$ cat config.mk
export PLATFORM = sky130hd
export DESIGN_NAME = decoder_3_8_seq
export DESIGN_NICKNAME = d
export VERILOG_FILES = /design/src/rtl/decoder_3_8_seq.sv
export SDC_FILE = /design/constraint.sdc
export NUM_CORES = 1
export LEC_CHECK = 0
export CORE_MARGIN = 2
export CORE_UTILIZATION = 35
export CTS_BUF_LIST = sky130_fd_sc_hd__clkbuf_4 sky130_fd_sc_hd__clkbuf_8
export DETAILED_ROUTE_END_ITERATION = 16
export GPL_ROUTABILITY_DRIVEN = 1
export HOLD_SLACK_MARGIN = 0.05
export SETUP_SLACK_MARGIN = 0.4
export SYNTH_ARGS = -nofsm -noshare
export SYNTH_HDL_FRONTEND = slang
export SYNTH_SLANG_ARGS = --single-unit
$ cat constraint.sdc
create_clock -name clk -period 1.7 [get_ports clk]
set_clock_uncertainty 0.1 [all_clocks]
set_input_delay 0.51 -clock clk [delete_from_list [all_inputs] [get_ports clk]]
set_output_delay 0.51 -clock clk [all_outputs]
set_load 0.02 [all_outputs]
$ cat src/rtl/decoder_3_8_seq.sv
`default_nettype none
// ============================================================================
// Module      : decoder_3_8_seq
// Description : Registered 3-to-8 one-hot decoder with valid/ready input and
//               a programmable output pulse length plus completion strobe.
// Revision    : 1.0 - initial release
// ============================================================================
module decoder_3_8_seq #(
    parameter int CODE_W = 3,
    parameter int HOLD_W = 4
) (
    input  logic                   clk,
    input  logic                   rst,
    input  logic                   in_valid,
    output logic                   in_ready,
    input  logic [CODE_W-1:0]      in_code,
    input  logic [HOLD_W-1:0]      hold_len,
    input  logic                   abort,
    output logic [(2**CODE_W)-1:0] y,
    output logic                   y_valid,
    output logic                   done
);

    localparam int                N_OUT      = 2**CODE_W;
    localparam logic [HOLD_W-1:0] c_HOLD_ONE = {{(HOLD_W-1){1'b0}}, 1'b1};
    localparam logic [HOLD_W-1:0] c_HOLD_0   = '0;

    typedef enum logic [0:0] {
        S_IDLE = 1'b0,
        S_HOLD = 1'b1
    } state_t;

    state_t              r_state;
    logic [HOLD_W-1:0]   r_cnt;
    logic [CODE_W-1:0]   r_code;
    logic [N_OUT-1:0]    r_y;
    logic                r_y_valid;
    logic                r_done;

    logic [N_OUT-1:0]    w_dec;
    logic [HOLD_W-1:0]   w_load;

    assign w_dec  = {{(N_OUT-1){1'b0}}, 1'b1} << in_code;
    // A zero length still yields a single-cycle pulse.
    assign w_load = (hold_len == c_HOLD_0) ? c_HOLD_0 : (hold_len - c_HOLD_ONE);

    always_ff @(posedge clk) begin
        if (rst) begin
            r_state   <= S_IDLE;
            r_cnt     <= '0;
            r_code    <= '0;
            r_y       <= '0;
            r_y_valid <= 1'b0;
            r_done    <= 1'b0;
        end else begin
            r_done <= 1'b0;
            case (r_state)
                S_IDLE: begin
                    if (in_valid) begin
                        r_state   <= S_HOLD;
                        r_code    <= in_code;
                        r_cnt     <= w_load;
                        r_y       <= w_dec;
                        r_y_valid <= 1'b1;
                    end
                end
                S_HOLD: begin
                    // abort beats normal completion, so no done on a cancelled last cycle
                    if (abort) begin
                        r_state   <= S_IDLE;
                        r_cnt     <= '0;
                        r_y       <= '0;
                        r_y_valid <= 1'b0;
                    end else if (r_cnt == c_HOLD_0) begin
                        r_state   <= S_IDLE;
                        r_y       <= '0;
                        r_y_valid <= 1'b0;
                        r_done    <= 1'b1;
                    end else begin
                        r_cnt <= r_cnt - c_HOLD_ONE;
                    end
                end
                default: begin
                    r_state   <= S_IDLE;
                    r_y       <= '0;
                    r_y_valid <= 1'b0;
                end
            endcase
        end
    end

    assign in_ready = (r_state == S_IDLE);
    assign y        = r_y;
    assign y_valid  = r_y_valid;
    assign done     = r_done;

endmodule
`default_nettype wire
==> results.cfg <==
[synthesis]
ys_seq_area_share_pct = 37.5
yosys.area.top_type = dfxtp_1
synth.area.top_cells = dfxtp_1 38%, nand2_1 8.4%, nor3_1 5.0%
synth_seq_cells = 15
syn_nets = 110
yosysWarnings = 0
synthDistinctLibCells = 34
synth_top_area_share_pct = 37.5
syn_area_per_cell_um2 = 8.26
synthesis.area_um2 = 801
synthCells = 97

[critical_path]
crit_type = reg -> reg
startpoint_type = flip-flop
slowest_stage = or3b_4
crit_family = simple AND/OR/NAND/NOR gates
slowest_delay_ps = 440
worstPathRequired_ps = 1760
crit_chain = inv_4 -> ha_4 -> or3b_4 -> a21oi_4 -> o22ai_1
crit_path_max_fanout = 7
arrival_ps = 1590
crit_buf_inv = 1
crit_path_end_kind = flip-flop

[sta]
fin_ws_ps = 175
fin_crit_sh_pct = 89.7
slew_viol_final = 0
slew_headroom_pct = 81.2
hold_viol = 0
fmax_mhz = 656
rsz0062_at_grt = yes
fin_crit_ps = 1520
final-setup-viol-count = 0
worst_pin_slew_ps = 281
whs_ps = 357

[die]
die_area_um2 = 2690
io_pins = 22
core.rowCount = 17
coreArea_um2 = 2190
dieWidth_um = 51.8
die_h_um = 51.8
initial_core_util_pct = 36.6

[outcome]
status = finished clean

[run]
max_cap_violations = 0

[clocking]
clk_pin_slew_worst_paths_ps = 90
clock_latency_ps = 280
cts_buffers = 3
clock_path_buffers = 2
clock_sinks = 15
cts_tree = yes
root_buffer = clkbuf_4
cts_hold_buf = 0
cts_max_level = 1

[layout]
diodes = 0
nNetsFinal = 154
layout-drive-gt1-share_pct = 48.6
finalInstanceArea_um2 = 1340
area_growth_syn_to_layout_pct = 67.0

[drt]
drc = 0
vias = 879
firstDrtPassIters = 4
wl_per_cell_um = 13.2
drt_iter0_markers = 17
drt_wl_total_um = 2220
viasPerCell = 5.23
final_antenna_net_count = 0

[placement]
place.detailed.hpwl_um = 1510
port_buffers = 21
dpl_worst_slack_ps = -272
placed_area_um2 = 1150
place_congestion = 0.890

[global_routing]
grtUsageTotal_pct = 18.3
gr-total-overflow = 0
grt_pass1_wl_um = 3620
antenna_found_initial = 0
grt_pass1_vias = 846
grt_max_degree = 17

[power_and_ir_drop]
p_leak_nw = 0.529
power.total_uw = 905
cellPowerDensity_nw_per_um2 = 676
vdd_ir_drop_max_uv = 421

[min_path]
hp-class = reg -> reg
where the power goes:
group	internal, mW	total (mW)	switching, mW
Clock	0.107	0.214	0.107
Combinational	0.153	0.301	0.148
Sequential	0.371	0.390	0.0185
Total	0.631	0.905	0.273
metrics by stage:
stage / instances / util [%] / setup TNS, ps
after global routing: 168 / 61.1 / 0
after detailed placement: 156 / 52.6 / -2350
after CTS: 166 / 59.0 / 0
final: 168 / 61.1 / 0
after global placement: 156 / 52.6 / -2090
after floorplan: 97 / - / 0
logic make-up after synthesis:
logic type,after synthesis,synth area share [%]
DFF,15,37.5
AOI/OAI and AO/OA,25,23.6
and+or+nand+nor,46,30.2
buffers and inverters,9,5.62
adders and majority gates,2,3.12
layer usage:
layer / vias up / wire, µm / GRT usage [%]
met1: 408 / 904 / 19.4
met4: 0 / 68 / 11.0
met2: 23 / 1140 / 32.9
met5: - / 0 / 0
li1: 442 / - / -
met3: 6 / 108 / 3.74
registers in the layout, summed over array words and instances, names as in the netlist:
register / count
done: 1
r_state: 1
r_cnt: 4
y_valid: 1
y: 8
placed cells by master (no fill, tap or decap), drive strengths merged:
cell	n
nor3	8
buf	32
or3	2
o21a	1
a31oi	2
clkdlybuf4s50	3
o311ai	1
nor3b	3
nor2b	2
o22ai	2
or2	1
ha	2
and3b	1
nor4bb	1
nand3	1
and2b	1
nand2b	2
dfxtp	15
o21ai	9
o32a	1
a2111oi	1
o22a	1
or3b	1
a32oi	1
nand4	2
a221oi	1
nand2	18
inv	5
nor2	3
clkbuf	4
dlygate4sd2	6
o32ai	2
dlymetal6s2s	1
a21oi	4
path summary, 6_finish.rpt:
path	to	slack [ps]	startpoint	cells after the start
setup / recovery	y_valid$_SDFFE_PP0P_	180	r_cnt[1]$_SDFFE_PP0P_	5
hold / removal	y[3]$_SDFFE_PP0P_	360	y[3]$_SDFFE_PP0P_	2
setup reg to reg	y_valid$_SDFFE_PP0P_	180	r_cnt[1]$_SDFFE_PP0P_	5
hold reg to reg	y[3]$_SDFFE_PP0P_	360	y[3]$_SDFFE_PP0P_	2
synth_stat cells:
cell type / number
a2111oi_2: 1
a21oi_1: 2
a21oi_4: 1
a221oi_1: 1
a31oi_1: 2
a32oi_1: 1
and2b_2: 1
and3b_1: 1
buf_2: 3
buf_6: 1
dfxtp_1: 15
ha_1: 2
inv_1: 5
nand2_1: 18
nand2b_1: 1
nand2b_2: 1
nand3_1: 1
nand4_1: 2
nor2_1: 3
nor2b_1: 2
nor3_1: 8
nor3b_1: 3
nor4bb_1: 1
o21a_1: 1
o21ai_0: 1
o21ai_1: 8
o22a_1: 1
o22ai_1: 2
o311ai_2: 1
o32a_1: 1
o32ai_1: 2
or2_2: 1
or3_1: 2
or3b_1: 1
worst register-to-register path, cell delays in order, from the launching register on:
cell	delay, ps
dfxtp_4	380
inv_4	60
ha_4	120
or3b_4	440
a21oi_4	210
o22ai_1	110
repair_timing:
| action | in CTS | in global routing |
|---|---|---|
| setup buffers | 5 | 2 |
| gates resized for setup | 89 | 10 |
| endpoints found under the setup margin | 26 | 26 |
| cloned | 1 | 0 |
| pin swaps | 12 | 1 |
layout make-up:
class / instances / area, µm²
clock buffer: 4 / 30.0
fill: 201 / 853
inverter: 5 / 21.3
multi-input combinational: 74 / 541
sequential: 15 / 318
tap: 28 / 35.0
timing repair buffer: 42 / 393
Note: power is estimated with default switching activity, not from simulation.
